==> src/rtl/cnn_pkg.sv <==
// Shared definitions for the layer-1 CNN datapath.
// Holds layer defaults and arithmetic helpers common to conv and pool stages.
package cnn_pkg;

    // Layer-1 defaults: 9-bit signed pixels on a 28x28 conv output map
    localparam int L1_PP    = 8;
    localparam int L1_IMG_W = 28;
    localparam int L1_IMG_H = 28;

    // Signed max. Callers sign-extend their operands into 32 bits and
    // truncate the result back, so the compare is exact for any pixel width.
    function automatic logic signed [31:0] smax(
        input logic signed [31:0] a,
        input logic signed [31:0] b
    );
        return (a >= b) ? a : b;
    endfunction

endpackage

==> src/rtl/pool_line_buf.sv <==
// Half-width line buffer for the 2x2 max-pool stage.
// Synchronous write, combinational read; no reset on the storage array.
module pool_line_buf #(
    parameter int DW    = 9,
    parameter int DEPTH = 14,
    parameter int AW    = (DEPTH > 1) ? $clog2(DEPTH) : 1
) (
    input  logic                 clk,
    input  logic                 we,
    input  logic [AW-1:0]        waddr,
    input  logic signed [DW-1:0] wdata,
    input  logic [AW-1:0]        raddr,
    output logic signed [DW-1:0] rdata
);

    logic signed [DW-1:0] mem [DEPTH];

    // Store the horizontal max of an even-row pair
    always_ff @(posedge clk) begin
        if (we) begin
            mem[waddr] <= wdata;
        end
    end

    assign rdata = mem[raddr];

endmodule

==> src/rtl/max_pool_2x2.sv <==
// Streaming 2x2 stride-2 signed max-pool, fed in raster order by the conv stage.
// Even rows park pair maxima in a half-width line buffer; odd rows emit results.
module max_pool_2x2
    import cnn_pkg::*;
#(
    parameter int PP    = L1_PP,
    parameter int IMG_W = L1_IMG_W,
    parameter int IMG_H = L1_IMG_H
) (
    input  logic                 clk,
    input  logic                 reset,
    input  logic signed [PP:0]   pxl_in,
    input  logic                 valid_in,
    output logic signed [PP:0]   pool_out,
    output logic                 valid,
    output logic                 frame_last
);

    localparam int DW = PP + 1;
    localparam int HW = IMG_W / 2;
    localparam int CW = (IMG_W > 2) ? $clog2(IMG_W) : 1;
    localparam int RW = (IMG_H > 2) ? $clog2(IMG_H) : 1;
    localparam int AW = (HW > 1) ? $clog2(HW) : 1;

    if ((IMG_W % 2) != 0 || IMG_W < 2 ||
        (IMG_H % 2) != 0 || IMG_H < 2) begin : g_bad_dims
        $error("max_pool_2x2: IMG_W and IMG_H must be even and >= 2");
    end

    logic [CW-1:0]        col_q, col_d;
    logic [RW-1:0]        row_q, row_d;
    logic signed [DW-1:0] h_q, h_d;
    logic signed [DW-1:0] pool_q, pool_d;
    logic                 valid_q, valid_d;
    logic                 last_q, last_d;

    logic signed [DW-1:0] hmax;
    logic signed [DW-1:0] lb_rdata;
    logic [AW-1:0]        lb_addr;
    logic                 lb_we;
    logic                 col_end;
    logic                 row_end;

    assign col_end = (col_q == CW'(IMG_W - 1));
    assign row_end = (row_q == RW'(IMG_H - 1));
    assign lb_addr = AW'(col_q >> 1);

    pool_line_buf #(
        .DW    (DW),
        .DEPTH (HW),
        .AW    (AW)
    ) u_line_buf (
        .clk   (clk),
        .we    (lb_we),
        .waddr (lb_addr),
        .wdata (hmax),
        .raddr (lb_addr),
        .rdata (lb_rdata)
    );

    // Next-state: raster counters, pair max, line-buffer write, pooled output
    always_comb begin
        col_d   = col_q;
        row_d   = row_q;
        h_d     = h_q;
        pool_d  = pool_q;
        valid_d = 1'b0;
        last_d  = 1'b0;
        lb_we   = 1'b0;
        hmax    = DW'(smax(32'(h_q), 32'(pxl_in)));

        if (valid_in) begin
            if (!col_q[0]) begin
                h_d = pxl_in;
            end else if (!row_q[0]) begin
                lb_we = 1'b1;
            end else begin
                pool_d  = DW'(smax(32'(lb_rdata), 32'(hmax)));
                valid_d = 1'b1;
                last_d  = col_end && row_end;
            end

            if (col_end) begin
                col_d = '0;
                row_d = row_end ? '0 : row_q + 1'b1;
            end else begin
                col_d = col_q + 1'b1;
            end
        end
    end

    // State registers with synchronous reset; line buffer is left as-is
    always_ff @(posedge clk) begin
        if (reset) begin
            col_q   <= '0;
            row_q   <= '0;
            h_q     <= '0;
            pool_q  <= '0;
            valid_q <= 1'b0;
            last_q  <= 1'b0;
        end else begin
            col_q   <= col_d;
            row_q   <= row_d;
            h_q     <= h_d;
            pool_q  <= pool_d;
            valid_q <= valid_d;
            last_q  <= last_d;
        end
    end

    assign pool_out   = pool_q;
    assign valid      = valid_q;
    assign frame_last = last_q;

endmodule

==> config.mk <==
export PLATFORM = sky130hd
export DESIGN_NAME = max_pool_2x2
export DESIGN_NICKNAME = d
export VERILOG_FILES = /design/src/rtl/cnn_pkg.sv /design/src/rtl/pool_line_buf.sv /design/src/rtl/max_pool_2x2.sv
export SDC_FILE = /design/constraint.sdc
export NUM_CORES = 1
export LEC_CHECK = 0
export ABC_AREA = 1
export BUFFER_PORTS_ARGS = -buffer_cell sky130_fd_sc_hd__buf_4
export CAP_MARGIN = 20
export CORE_ASPECT_RATIO = 0.6
export CORE_UTILIZATION = 65
export DETAILED_ROUTE_END_ITERATION = 8
export GPL_TIMING_DRIVEN = 0
export PLACE_DENSITY_LB_ADDON = 0.1
export SLEW_MARGIN = 20
export SYNTH_ARGS = -nofsm -noshare
export SYNTH_HDL_FRONTEND = slang
export SYNTH_SLANG_ARGS = --single-unit
==> constraint.sdc <==
create_clock -name clk -period 7.1 [get_ports clk]
set_input_delay 0.355 -clock clk [delete_from_list [all_inputs] [get_ports clk]]
set_output_delay 0.355 -clock clk [all_outputs]
set_load 0.02 [all_outputs]
======== After elaboration in Yosys (flattened, before gate mapping) ========
Memories as Yosys holds them, arrays and structs flattened. A register that Yosys moved wholly into a read port is not among the register bits.
Index checks and enable logic that the tools add are counted.
word-level totals
  bits in latches ......................... 0
  output and inout bits ................... 11
  register bits ........................... 30
  memories ................................ 1
  input port bits ......................... 12
  word-level logic and storage cells ...... 34
  memory bits (read-only) ................. 0
  bits in writable memories ............... 126
cells by class
  order comparisons ....................... 2
  multiply operators ...................... 0
  shift-type cells ........................ 0
  bitwise operators ....................... 3
  reductions and logical operators ........ 6
  add/sub/neg operators ................... 2
  divide/modulo/power cells ............... 0
  multiplexer cells ....................... 12
  eq/ne operators ......................... 2
memories
  name            words  bits a word  read ports  clocked after memory_dff  write ports  RTL line             source
  u_line_buf.mem  14     9            1           1                         1            pool_line_buf.sv:16  logic signed [DW-1:0] mem [DEPTH];
operator list
  cell                                                           number
  9-bit greater-or-equal comparator                              2
  9-bit two-way mux                                              2
  5-bit by 1-bit adder with 5-bit output, second input constant  2
  5-bit equality test, second input constant                     2
  5-bit two-way mux                                              2
  4-bit two-way mux                                              2
  1-bit two-way mux                                              6
  2-bit AND reduction                                            2
  4-bit OR reduction                                             1
  1-bit inverter                                                 3
  3-bit AND reduction                                            1
  3-bit OR reduction                                             1
  1-bit logical AND                                              1

======== Depth between registers and ports, before layout ========
Gate-level depths: netlist (run 1).
  depth after elaboration ................. 5
  mapped depth ............................ 26
  gate-level depth less buffers ........... 26

======== By module ========
From an unflattened synthesis (run 1), not the netlist that was laid out.
unflattened totals
  cells, all modules ...................... 789
  area, all modules ....................... 7333.3 µm²
by module, submodules not included
  module         area an instance (µm²)  instances  cells an instance  sequential area each (µm²)
  pool_line_buf  5375.2                  1          500                3783.6
  max_pool_2x2   1958.1                  1          289                600.6

======== Worst setup path after synthesis (run 1) ========
OpenSTA, ideal clock, no wires.
  path type ............................... input-to-reg
  start ................................... input port pxl_in[8]
  end ..................................... register pool_q[0] (netlist: pool_out[0])
  path buffers ............................ 0
  arrival time ............................ 3.059 ns
  slack ................................... 3.918 ns
  cell stages on the path ................. 21
  data required time ...................... 6.977 ns
  setup time .............................. 0.123 ns
  cells stage by stage .................... inv_1 -> ha_1 -> nand2_2 -> inv_2 -> a21oi_4 -> nand4_4 -> nand2_8 -> nand2_2 -> nand2_1 -> inv_1 -> ha_1 -> nand2_1 -> inv_1 -> a21oi_1 -> nand3_1 -> nand2_1 -> nand3_2 -> inv_2 -> nand3_1 -> nand2_1 -> a21oi_2
between the ends
  word-level cells in the longest chain between the ends .. 4
ends and longest elaborated chain
  element                              RTL line             source
  start, declared                      max_pool_2x2.sv:12   input logic signed [PP:0] pxl_in,
  9-bit greater-or-equal comparator    cnn_pkg.sv:16        return (a >= b) ? a : b;
  9-bit two-way mux *                  cnn_pkg.sv:16
  net hmax[8]                          max_pool_2x2.sv:37   logic signed [DW-1:0] hmax;
  9-bit greater-or-equal comparator *  cnn_pkg.sv:16
  9-bit two-way mux *                  cnn_pkg.sv:16
  end signal, assigned                 max_pool_2x2.sv:105  pool_q <= pool_d;
  end, declared                        max_pool_2x2.sv:33   logic signed [DW-1:0] pool_q, pool_d;
Mark *: on every way through the listed nets, which the timed path passes. The rest lies on a longest branch.
A chain may end at the register's enable or synchronous reset.

======== Final worst setup path (run 1) ========
  start ................................... register h_q[8]
  end ..................................... register pool_q[6] (netlist: pool_out[6])
between the ends
  word-level cells in the longest chain between the ends .. 4
ends and longest elaborated chain
  element                              RTL line             source
  start, declared                      max_pool_2x2.sv:32   logic signed [DW-1:0] h_q, h_d;
  start signal, assigned               max_pool_2x2.sv:97   h_q <= '0;
  start signal, assigned               max_pool_2x2.sv:104  h_q <= h_d;
  9-bit greater-or-equal comparator *  cnn_pkg.sv:16
  9-bit two-way mux *                  cnn_pkg.sv:16
  net hmax[6]                          max_pool_2x2.sv:37
  9-bit greater-or-equal comparator    cnn_pkg.sv:16
  9-bit two-way mux *                  cnn_pkg.sv:16
Marks and branches as above.

==> results of run 1 <==
power groups by stage:
stage          clock network (W)  registers, W  logic, W
3_3_place_gp                   0       0.00108  0.000269
4_1_cts                 0.000877       0.00106  0.000283
3_5_place_dp                   0       0.00108  0.000281
5_1_grt                 0.000917       0.00106  0.000319
6_report                0.000877       0.00106  0.000294
2_1_floorplan                  0       0.00107  0.000180
cell usage in the layout, fill, tap and decap left out, types with 7 or more instances in the layout:
| cell type | instances |
|---|---|
| sky130_fd_sc_hd__edfxtp_1 | 126 |
| sky130_fd_sc_hd__clkbuf_16 | 17 |
| sky130_fd_sc_hd__nor3_2 | 7 |
| sky130_fd_sc_hd__nand2_2 | 11 |
| sky130_fd_sc_hd__nand2_1 | 278 |
| sky130_fd_sc_hd__dfxtp_1 | 34 |
| sky130_fd_sc_hd__inv_6 | 7 |
| sky130_fd_sc_hd__inv_1 | 68 |
| sky130_fd_sc_hd__buf_2 | 9 |
| sky130_fd_sc_hd__ha_1 | 20 |
| sky130_fd_sc_hd__o21ai_0 | 14 |
| sky130_fd_sc_hd__a21oi_1 | 40 |
| sky130_fd_sc_hd__nor2_1 | 26 |
| sky130_fd_sc_hd__buf_4 | 29 |
| sky130_fd_sc_hd__a21oi_2 | 9 |
| sky130_fd_sc_hd__nand3_1 | 73 |
cell type report:
class                   count  area share (%)
diodes                      1          0.0300
clock inverters            15            1.65
inverters                  73            3.35
flip-flops and latches    160            53.6
repair buffers             22            1.98
clock buffers              17            5.11
plain buffers              28            2.25
multi-input cells         506            29.9
well taps                 139            2.09
flip-flops by register name, indices dropped and copies added, names as in the netlist, named ones only:
name            flops
u_line_buf.mem    126
pool_out            9
valid               1
row_q               5
h_q                 9
col_q               5
frame_last          1
through the flow:
stage          instance area, um^2  setup WS (ns)  util, %
3_3_place_gp                  7730           3.14     71.5
6_report                      8330           2.93     77.0
5_1_grt                       8330           2.67     77.0
3_5_place_dp                  7760           2.95     71.8
2_1_floorplan                 7400           3.92        -
4_1_cts                       8330           3.09     77.0
path summary, 6_finish.rpt:
path | from | end | slack, ns | cells past startpoint
setup / recovery | h_q[8]$_SDFFE_PP0P_ | pool_out[6]$_SDFFE_PP0P_ | 2.93 | 19
hold / removal | reset | pool_out[8]$_SDFFE_PP0P_ | 0.13 | 2
setup reg to reg | h_q[8]$_SDFFE_PP0P_ | pool_out[6]$_SDFFE_PP0P_ | 2.93 | 19
hold reg to reg | pool_out[0]$_SDFFE_PP0P_ | pool_out[0]$_SDFFE_PP0P_ | 0.48 | 2
cell families (layout without fill, tap and decap cells):
family	Yosys count	in the layout	share of synthesized area, %
AO/OA/AOI/OAI	69	69	5.28
XOR/XNOR	3	3	0.355
adder cells (fa/ha/maj)	20	20	3.38
buffers and inverters	101	155	6.31
flip-flops	160	160	60.4
other	0	1	0
AND/OR/NAND/NOR	414	414	24.3
layer usage:
layer  track usage, %  part of all wire [%]  up-vias
met2             46.5                    42      264
met3             11.3                    12       31
li1                 -                     -     2635
met4             11.8                   1.9        0
met1             46.2                    43     2690
met5                0                     0        -
==> flow_metrics.env, run 1 <==
export IMPL_grt_pass1_vias=5286
export IMPL_tns_ns=0
export IMPL_drive_gt1_share_pct=14.5
export IMPL_die_height_um=84.6
export IMPL_swShare_pct=28.6
export IMPL_globalRoute_totalOverflow=0
export IMPL_gr_usage_all_layers_pct=32.6
export IMPL_p_clk_share_pct=39.4
export IMPL_grt_setup_unrepaired="no"
export IMPL_worst_ir_drop_vdd_mv=0.197
export IMPL_yosysMostFrequentCell="sky130_fd_sc_hd__nand2_1"
export IMPL_cp_slowest_stage_delay_ns=0.58
export IMPL_netlist_top_cells_count="278 x sky130_fd_sc_hd__nand2_1, 126 x sky130_fd_sc_hd__edfxtp_1, 73 x sky130_fd_sc_hd__nand3_1"
export IMPL_max_cap_check_violation_count=0
export IMPL_synth_main_ff_cell="sky130_fd_sc_hd__edfxtp_1"
export IMPL_final_net_count=840
export IMPL_sequential_cell_fraction_of_total_power_pct=47.4
export IMPL_holdWs_ns=0.131
export IMPL_cts_root_buffer_cell="sky130_fd_sc_hd__clkbuf_16"
export IMPL_io_buffers=22
export IMPL_synth_nets=799
export IMPL_final_max_slew_violation_count=0
export IMPL_syn_area_per_cell_um2=9.64
export IMPL_synth_seq_cells=160
export IMPL_ctsHoldBuffers=0
export IMPL_grt_start_max_net_pins=18
export IMPL_start_util_pct=68.4
export IMPL_instances_no_fill=961
export IMPL_synthArstFlopShare_pct=0
export IMPL_synth_lib_cells_used_distinct=35
export IMPL_cts_inserted_buffers=17
export IMPL_worstMarginPinSlew_ns=0.963
export IMPL_synthDominantAreaCellType="sky130_fd_sc_hd__edfxtp_1"
export IMPL_cts_htree_levels=4
export IMPL_yosys_top_cells_area="sky130_fd_sc_hd__edfxtp_1 51%, sky130_fd_sc_hd__nand2_1 14%, sky130_fd_sc_hd__dfxtp_1 9.2%"
export IMPL_routed_wire_length_per_instance_um=18.9
export IMPL_tritoncts="done"
export IMPL_globalplace_congestion=0.891
export IMPL_outcome="complete, no violations"
export IMPL_synth_warnings=0
export IMPL_grt_antenna_before_repair=1
export IMPL_synth_seq_area_share_pct=60.4
export IMPL_setup_viol=0
export IMPL_synth_top_cell_area_share_pct=51.2
export IMPL_crit_family="simple AND/OR/NAND/NOR gates"
export IMPL_synthesis_instances=767
export IMPL_worst_path_max_fanout=15
export IMPL_power_w=0.00223
export IMPL_clk_pin_slew_ns=0.07
export IMPL_number_of_placed_instances_with_taps_included=928
export IMPL_fmaxAchievable_mhz=240
export IMPL_power_net_switching_w=0.000637
export IMPL_postRouteAntennaNets=0
export IMPL_timing_setup_critical_path_class="flip-flop to flip-flop"
export IMPL_startpoint_class="flip-flop"
export IMPL_internal_power_w=0.00159
export IMPL_timing_critical_path_mode_cell="sky130_fd_sc_hd__nand2_1"
export IMPL_final_hold_viol_count=0
export IMPL_worstHoldPathType="primary input to flip-flop"
export IMPL_synth_enable_flop_cells=126
export IMPL_cp_cell_instances="ha_1, nand2_2, inv_2, a21oi_4, nand4_4, nand2_8, nand2_2, nand2_1, inv_1, ha_1, nand2_1, nor2_1, nand3_1, nand4_1, nand3_2, inv_2, nand3_1, nand2_1, a21oi_2"
export IMPL_synth_area_um2=7400
export IMPL_dp_final_hpwl_um=12700
export IMPL_slew_limit_headroom_pct=35.6
export IMPL_combPwrFrac_pct=13.2
export IMPL_num_vias=5620
export IMPL_core_area_um2=10800
export IMPL_wl_um=18100
export IMPL_grt_first_pass_wirelength_um=27900
export IMPL_clock_skew_ns=0.00896
export IMPL_route_detailed_drc=0
export IMPL_endpoint_kind="flip-flop"
export IMPL_postCtsSetupRepairBufs=0
export IMPL_clock_period_minus_worst_slack_ns=4.17
export IMPL_detail_route_first_pass_iterations=6
export IMPL_worst_endpoint_arrival_ns=4.48
export IMPL_route_detailed_vias_per_inst=5.85
export IMPL_die_width_um=140
export IMPL_p_per_area_nw_per_um2=267
export IMPL_die_area_um2=11800
export IMPL_clock_path_buffers=2
export IMPL_post_route_period_util_pct=58.8
export IMPL_placementRows=29
export IMPL_io_pin_count=23
export IMPL_critical_path_buffer_and_inverter_count=3
export IMPL_multi_input_area_um2=2490
export IMPL_cts_repair_resize_count=0
export IMPL_crit_required_ns=7.41
export IMPL_crit_slowest_cell="sky130_fd_sc_hd__nand2_1"
export IMPL_area_delta_synth_final_pct=12.6
export IMPL_detailedRoute_firstIterationViolations=735
export IMPL_n_fill_cell=741
export IMPL_clock_insertion_delay_worst_skew_ns=0.42
export IMPL_sequential_cell_area_um2=4460
export IMPL_static_leakage_power_nw=3.56
export IMPL_cts_sinks=160
Power figures use the tool's default switching activity.
==> run 2: changes to the inputs <==
- ABC_AREA: 1 -> 0
- CORE_UTILIZATION: 65 -> 55
- clock period: 7.1 -> 3.8 ns (I/O delays scaled with it)
==> run 2 against run 1 <==
Against the previous run: fmax rose by 15%; register-to-register slack got worse by 2.7 ns; flip-flop and latch count unchanged; largest power group unchanged; critical endpoint is now pool_out[3]$_SDFFE_PP0P_; sequential power grew 84%; count of clock-buffer cells in the layout increased by 1; global-route usage is 7.9 points lower.
==> flow_metrics.env, run 2 <==
export IMPL_antenna_cells_inserted=0
export IMPL_ctsHoldBuffers=0
export IMPL_synthDominantAreaCellType="sky130_fd_sc_hd__edfxtp_1"
export IMPL_max_cap_check_violation_count=0
export IMPL_die_area_um2=12700
export IMPL_most_frequent_standard_cell_in_the_layout_excluding_fill_and_tap_cells="sky130_fd_sc_hd__edfxtp_1"
export IMPL_endpoint_kind="flip-flop"
export IMPL_netlist_top_cells_count="126 x sky130_fd_sc_hd__edfxtp_1, 58 x sky130_fd_sc_hd__nand2_1, 34 x sky130_fd_sc_hd__dfxtp_1"
export IMPL_synth_nets=505
export IMPL_cts_htree_levels=4
export IMPL_worst_ir_drop_vdd_mv=0.351
export IMPL_routed_wire_length_per_instance_um=21.2
export IMPL_worst_path_max_fanout=16
export IMPL_start_util_pct=58.1
export IMPL_clk_pin_slew_ns=0.07
export IMPL_final_net_count=545
export IMPL_multi_input_area_um2=2110
export IMPL_static_leakage_power_nw=2.82
export IMPL_tritoncts="done"
export IMPL_holdWs_ns=0.0363
export IMPL_power_net_switching_w=0.000945
export IMPL_grt_pass1_vias=3810
export IMPL_synth_lib_cells_used_distinct=47
export IMPL_p_per_area_nw_per_um2=508
export IMPL_synth_warnings=0
export IMPL_place_area_um2=7120
export IMPL_fmaxAchievable_mhz=276
export IMPL_worst_endpoint_arrival_ns=3.94
export IMPL_globalRoute_totalOverflow=0
export IMPL_die_width_um=145
export IMPL_combPwrFrac_pct=8.1
export IMPL_gr_usage_all_layers_pct=24.6
export IMPL_crit_required_ns=4.13
export IMPL_postRouteAntennaNets=0
export IMPL_wl_um=14500
export IMPL_clock_path_buffers=2
export IMPL_route_detailed_drc=0
export IMPL_globalplace_congestion=0.842
export IMPL_detailedRoute_firstIterationViolations=398
export IMPL_n_fill_cell=826
export IMPL_p_clk_share_pct=42.1
export IMPL_sequential_cell_area_um2=4460
export IMPL_sequential_cell_fraction_of_total_power_pct=49.8
export IMPL_syn_area_per_cell_um2=14.3
export IMPL_dp_final_hpwl_um=10100
export IMPL_internal_power_w=0.00298
export IMPL_timing_setup_critical_path_class="flip-flop to flip-flop"
export IMPL_slew_limit_headroom_pct=37.6
export IMPL_startpoint_class="flip-flop"
export IMPL_clock_insertion_delay_worst_skew_ns=0.42
export IMPL_yosys_top_cells_area="sky130_fd_sc_hd__edfxtp_1 56%, sky130_fd_sc_hd__dfxtp_1 10%, sky130_fd_sc_hd__mux2i_1 4.3%"
export IMPL_clock_period_minus_worst_slack_ns=3.62
export IMPL_post_route_period_util_pct=95.2
export IMPL_core_area_um2=11600
export IMPL_area_delta_synth_final_pct=14.5
export IMPL_worstHoldPathType="primary input to flip-flop"
export IMPL_clock_skew_ns=0.0139
export IMPL_synth_main_ff_cell="sky130_fd_sc_hd__edfxtp_1"
export IMPL_synth_enable_flop_cells=126
export IMPL_cts_inserted_buffers=17
export IMPL_num_vias=4012
export IMPL_grt_first_pass_wirelength_um=22100
export IMPL_grt_antenna_before_repair=0
export IMPL_synth_area_um2=6740
export IMPL_worstMarginPinSlew_ns=0.933
export IMPL_mostFrequentLayoutCells="126 x sky130_fd_sc_hd__edfxtp_1, 57 x sky130_fd_sc_hd__nand2_1, 34 x sky130_fd_sc_hd__dfxtp_1"
export IMPL_finalInstanceArea_um2=7720
export IMPL_synthArstFlopShare_pct=0
export IMPL_synth_seq_cells=160
export IMPL_cts_root_buffer_cell="sky130_fd_sc_hd__clkbuf_16"
export IMPL_detail_route_first_pass_iterations=5
export IMPL_io_buffers=21
export IMPL_synth_seq_area_share_pct=66.2
export IMPL_grt_setup_unrepaired="no"
export IMPL_route_detailed_vias_per_inst=5.85
export IMPL_drive_gt1_share_pct=17.5
export IMPL_outcome="complete, no violations"
export IMPL_cts_sinks=160
export IMPL_placementRows=30
export IMPL_top_register="u_line_buf.mem"
export IMPL_yosysMostFrequentCell="sky130_fd_sc_hd__edfxtp_1"
export IMPL_setup_viol=0
export IMPL_grt_start_max_net_pins=17
export IMPL_synth_top_cell_area_share_pct=56.1
export IMPL_final_max_slew_violation_count=0
export IMPL_io_pin_count=23
export IMPL_largest_register_ffs=126
export IMPL_swShare_pct=24.1
export IMPL_final_hold_viol_count=0
export IMPL_synthesis_instances=473
export IMPL_die_height_um=87.8
==> run 2: cell types whose count changed after synthesis, moves of 9 or more <==
cell / change
sky130_fd_sc_hd__nand3_1: -67
sky130_fd_sc_hd__inv_1: -47
sky130_fd_sc_hd__o22ai_1: +19
sky130_fd_sc_hd__nand2_1: -220
sky130_fd_sc_hd__nand2_2: -11
sky130_fd_sc_hd__a21oi_2: -9
sky130_fd_sc_hd__mux4_2: +9
sky130_fd_sc_hd__a21oi_1: -14
sky130_fd_sc_hd__mux2i_1: +29
sky130_fd_sc_hd__o21ai_0: -13
sky130_fd_sc_hd__mux4_1: +9
==> run 2: layout make-up <==
class                      instances  share of cell area [%]
buffer                            21                    1.59
clock buffer                      18                    5.56
clock inverter                    14                    1.98
inverter                          21                    1.02
multi-input combinational        271                    27.4
sequential                       160                    57.8
tap                              160                    2.59
timing repair buffer              21                    2.04
==> run 2: critical path, stage by stage, from the launching register on <==
cell	delay, ns
sky130_fd_sc_hd__dfxtp_1	0.33
sky130_fd_sc_hd__ha_1	0.30
sky130_fd_sc_hd__a21oi_1	0.15
sky130_fd_sc_hd__nand2_1	0.07
sky130_fd_sc_hd__a221oi_1	0.28
sky130_fd_sc_hd__o22ai_1	0.12
sky130_fd_sc_hd__buf_4	0.20
sky130_fd_sc_hd__mux2_4	0.41
sky130_fd_sc_hd__ha_1	0.31
sky130_fd_sc_hd__nand2b_1	0.13
sky130_fd_sc_hd__a31oi_1	0.22
sky130_fd_sc_hd__o21ai_0	0.14
sky130_fd_sc_hd__a221oi_2	0.28
sky130_fd_sc_hd__buf_4	0.23
sky130_fd_sc_hd__nand2_2	0.14
sky130_fd_sc_hd__o211ai_1	0.20
==> run 2: power by group through the flow <==
stage                     Clock, W  Combinational [W]  Sequential (W)
after floorplan                  0           0.000199         0.00199
after global placement           0           0.000291         0.00199
after detailed placement         0           0.000302         0.00199
after CTS                  0.00167           0.000314         0.00195
after global routing       0.00173           0.000346         0.00195
final                      0.00165           0.000319         0.00195
==> run 2: kinds of logic (layout without fill, tap and decap cells) <==
family	Yosys count	after routing	synth area share, %
AOI/OAI and AO/OA	66	66	6.11
adders and majority gates	20	20	3.71
buffers and inverters	42	95	2.93
muxes	48	48	11.0
and+or+nand+nor	135	135	9.80
xor gates and xnor gates	2	2	0.260
DFF	160	160	66.2
==> run 2: per-layer routing <==
metal	wire length (um)	part of all wire, %	track usage (%)
met4	144	0.99	7.54
met2	6040	42	34.4
met1	7060	49	37.5
met5	0	0	0
met3	1280	8.8	6.77
==> run 2: through the flow <==
step / power (W) / setup WS [ns] / TNS [ns] / utilization [%] / instances
after global placement: 0.00228 / -0.132 / -1.02 / 61.2 / 654
after detailed placement: 0.00229 / -0.225 / -1.64 / 61.4 / 654
after global routing: 0.00404 / 0.00535 / 0 / 66.5 / 686
after CTS: 0.00393 / 0.0805 / 0 / 66.5 / 686
final: 0.00392 / 0.183 / 0 / 66.5 / 686
after floorplan: 0.00219 / 0.524 / 0 / - / 473
==> run 2: worst paths after layout <==
check                                    startpoint                  endpoint  slack (ns)  cells past startpoint
worst max-delay path            h_q[3]$_SDFFE_PP0P_  pool_out[3]$_SDFFE_PP0P_        0.18                     15
worst min-delay path                      pxl_in[8]       h_q[8]$_SDFFE_PP0P_        0.04                      3
worst max register to register  h_q[3]$_SDFFE_PP0P_  pool_out[3]$_SDFFE_PP0P_        0.18                     15
worst min register to register  h_q[2]$_SDFFE_PP0P_       h_q[2]$_SDFFE_PP0P_        0.47                      2
==> run 2: timing repair <==
item                       in CTS  in global routing
gates resized for setup         4                  2
setup endpoints to repair       9                  8
buffers inserted                0                  0
==> run 3: changes to the inputs <==
- PLACE_DENSITY_LB_ADDON: 0.1 -> 0.2
==> run 3 against run 2 <==
Against the previous run: flip-flop and latch count unchanged; fmax rose by 0.67%; die area is the same.
==> flow_metrics.env, run 3 (synthesis gave the netlist of run 2 again) <==
export IMPL_largest_register_ffs=126
export IMPL_globalplace_congestion=0.863
export IMPL_routed_wire_length_per_instance_um=21.9
export IMPL_gr_usage_all_layers_pct=25.4
export IMPL_detail_route_first_pass_iterations=5
export IMPL_setup_viol=0
export IMPL_die_area_um2=12700
export IMPL_max_cap_check_violation_count=0
export IMPL_core_area_um2=11600
export IMPL_clock_skew_ns=0.0118
export IMPL_instances_no_fill=689
export IMPL_cts_inserted_buffers=17
export IMPL_worst_ir_drop_vdd_mv=0.388
export IMPL_die_height_um=87.8
export IMPL_clock_path_buffers=2
export IMPL_holdCritStartpoint="pxl_in[0]"
export IMPL_endpoint_kind="flip-flop"
export IMPL_worst_endpoint_arrival_ns=3.91
export IMPL_n_fill_cell=837
export IMPL_crit_required_ns=4.11
export IMPL_hold_path_cell_count=3
export IMPL_placementRows=30
export IMPL_post_route_period_util_pct=94.6
export IMPL_top_register="u_line_buf.mem"
export IMPL_r2r_end="pool_out[0]$_SDFFE_PP0P_"
export IMPL_route_detailed_vias_per_inst=6.01
export IMPL_clk_pin_slew_ns=0.07
export IMPL_cts_root_buffer_cell="sky130_fd_sc_hd__clkbuf_16"
export IMPL_clock_period_minus_worst_slack_ns=3.59
export IMPL_most_frequent_standard_cell_in_the_layout_excluding_fill_and_tap_cells="sky130_fd_sc_hd__edfxtp_1"
export IMPL_worst_path_max_fanout=9
export IMPL_startpoint_class="flip-flop"
export IMPL_number_of_placed_instances_with_taps_included=654
export IMPL_detailedRoute_firstIterationViolations=363
export IMPL_final_hold_viol_count=0
export IMPL_timing_reg2reg_worst_path_depth=16
export IMPL_cts_htree_levels=4
export IMPL_final_max_slew_violation_count=0
export IMPL_drive_gt1_share_pct=18.1
export IMPL_cts_sinks=160
export IMPL_route_detailed_drc=0
export IMPL_finalInstanceArea_um2=7760
export IMPL_detailedPlace_worstSlack_ns=-0.268
export IMPL_grt_pass1_vias=3964
export IMPL_io_buffers=21
export IMPL_tritoncts="done"
export IMPL_dp_final_hpwl_um=10400
export IMPL_worstHoldPathType="primary input to flip-flop"
export IMPL_wl_um=15100
export IMPL_cp_slowest_stage_delay_ns=0.37
export IMPL_grt_setup_unrepaired="no"
export IMPL_globalRoute_totalOverflow=0
export IMPL_start_util_pct=58.1
export IMPL_grt_start_max_net_pins=18
export IMPL_clock_insertion_delay_worst_skew_ns=0.42
export IMPL_outcome="complete, no violations"
export IMPL_ctsHoldBuffers=0
export IMPL_place_area_um2=7120
export IMPL_die_width_um=145
export IMPL_mostFrequentLayoutCells="126 x sky130_fd_sc_hd__edfxtp_1, 57 x sky130_fd_sc_hd__nand2_1, 34 x sky130_fd_sc_hd__dfxtp_1"
export IMPL_p_per_area_nw_per_um2=513
export IMPL_grt_antenna_before_repair=0
export IMPL_io_pin_count=23
export IMPL_num_vias=4144
export IMPL_grt_first_pass_wirelength_um=23000
export IMPL_fin_ws_ns=0.207
export IMPL_final_net_count=548
export IMPL_antenna_cells_inserted=0
export IMPL_fmaxAchievable_mhz=278
export IMPL_static_leakage_power_nw=2.85
export IMPL_timing_setup_critical_path_class="flip-flop to flip-flop"
export IMPL_reg2reg_start="h_q[3]$_SDFFE_PP0P_"
export IMPL_crit_slowest_cell="sky130_fd_sc_hd__mux2_4"
export IMPL_holdWs_ns=0.0343
export IMPL_worstMarginPinSlew_ns=0.989
export IMPL_ff2ff_setup_slack_ns=0.21
export IMPL_cp_cell_instances="ha_1, a21oi_1, nand2_1, a221oi_1, o22ai_1, buf_4, mux2_4, ha_1, nand2b_1, a31oi_1, o21ai_0, a221oi_2, clkbuf_4, buf_4, o41ai_1, a31o_2"
export IMPL_area_delta_synth_final_pct=15.1
export IMPL_postRouteAntennaNets=0
export IMPL_slew_limit_headroom_pct=33.8
export IMPL_whs_endpoint="h_q[0]$_SDFFE_PP0P_"
==> run 3: worst max-delay path, delay by kind of cell, from the launching register on <==
| kind | cells | cell delay, ns |
|---|---|---|
| multiplexers | 1 | 0.37 |
| adder cells (fa/ha/maj) | 2 | 0.60 |
| AND/OR/NAND/NOR | 2 | 0.22 |
| buffers and inverters | 3 | 0.52 |
| AO/OA/AOI/OAI | 8 | 1.43 |
| flip-flops | 1 | 0.33 |
==> run 3: worst max path at each step <==
| stage | start | end | slack [ns] | cells past startpoint |
|---|---|---|---|---|
| finish | h_q[3]$_SDFFE_PP0P_ | pool_out[0]$_SDFFE_PP0P_ | 0.21 | 16 |
| floorplan | h_q[3]$_SDFFE_PP0P_ | pool_out[1]$_SDFFE_PP0P_ | 0.52 | 15 |
| global route | h_q[3]$_SDFFE_PP0P_ | pool_out[0]$_SDFFE_PP0P_ | 0.07 | 16 |
| global placement | pxl_in[3] | pool_out[1]$_SDFFE_PP0P_ | -0.14 | 17 |
| detailed placement | pxl_in[3] | pool_out[5]$_SDFFE_PP0P_ | -0.27 | 17 |
| CTS | h_q[3]$_SDFFE_PP0P_ | pool_out[5]$_SDFFE_PP0P_ | 0.04 | 15 |
==> run 3: layout make-up <==
class	count	area, um^2	share of cell area [%]
clock buffer	19	464	5.98
multi-input combinational	271	2110	27.2
inverter	21	78.8	1.02
sequential	160	4460	57.5
tap	160	200	2.58
clock inverter	13	135	1.74
buffer	21	123	1.58
timing repair buffer	24	180	2.32
==> run 3: per-layer routing <==
metal / track usage [%] / part of all wire, % / up-vias
li1: - / - / 1892
met2: 36.5 / 42 / 140
met4: 6.87 / 0.77 / 0
met5: 0 / 0 / -
met3: 6.20 / 7.4 / 8
met1: 38.6 / 49 / 2104
==> run 3: timing repair <==
item / in CTS / in global routing
cloned: 0 / 0
buffers inserted: 2 / 1
resized for setup: 3 / 2
pin swaps: 0 / 0
setup endpoints to repair: 9 / 9
hold endpoints to repair: 0 / 0
==> run 3: where the power goes <==
group | total (W) | switching, W | internal, W
Sequential | 0.00195 | 0.0000119 | 0.00194
Combinational | 0.000334 | 0.000213 | 0.000121
Clock | 0.00169 | 0.000760 | 0.000934
Total | 0.00398 | 0.000985 | 0.00300
==> run 3: stage by stage <==
stage	total power [W]	setup TNS, ns	utilization (%)
after floorplan	0.00219	0	-
after global placement	0.00228	-1.06	61.2
after detailed placement	0.00230	-1.88	61.4
after CTS	0.00398	0	66.8
after global routing	0.00411	0	66.9
final	0.00398	0	66.9
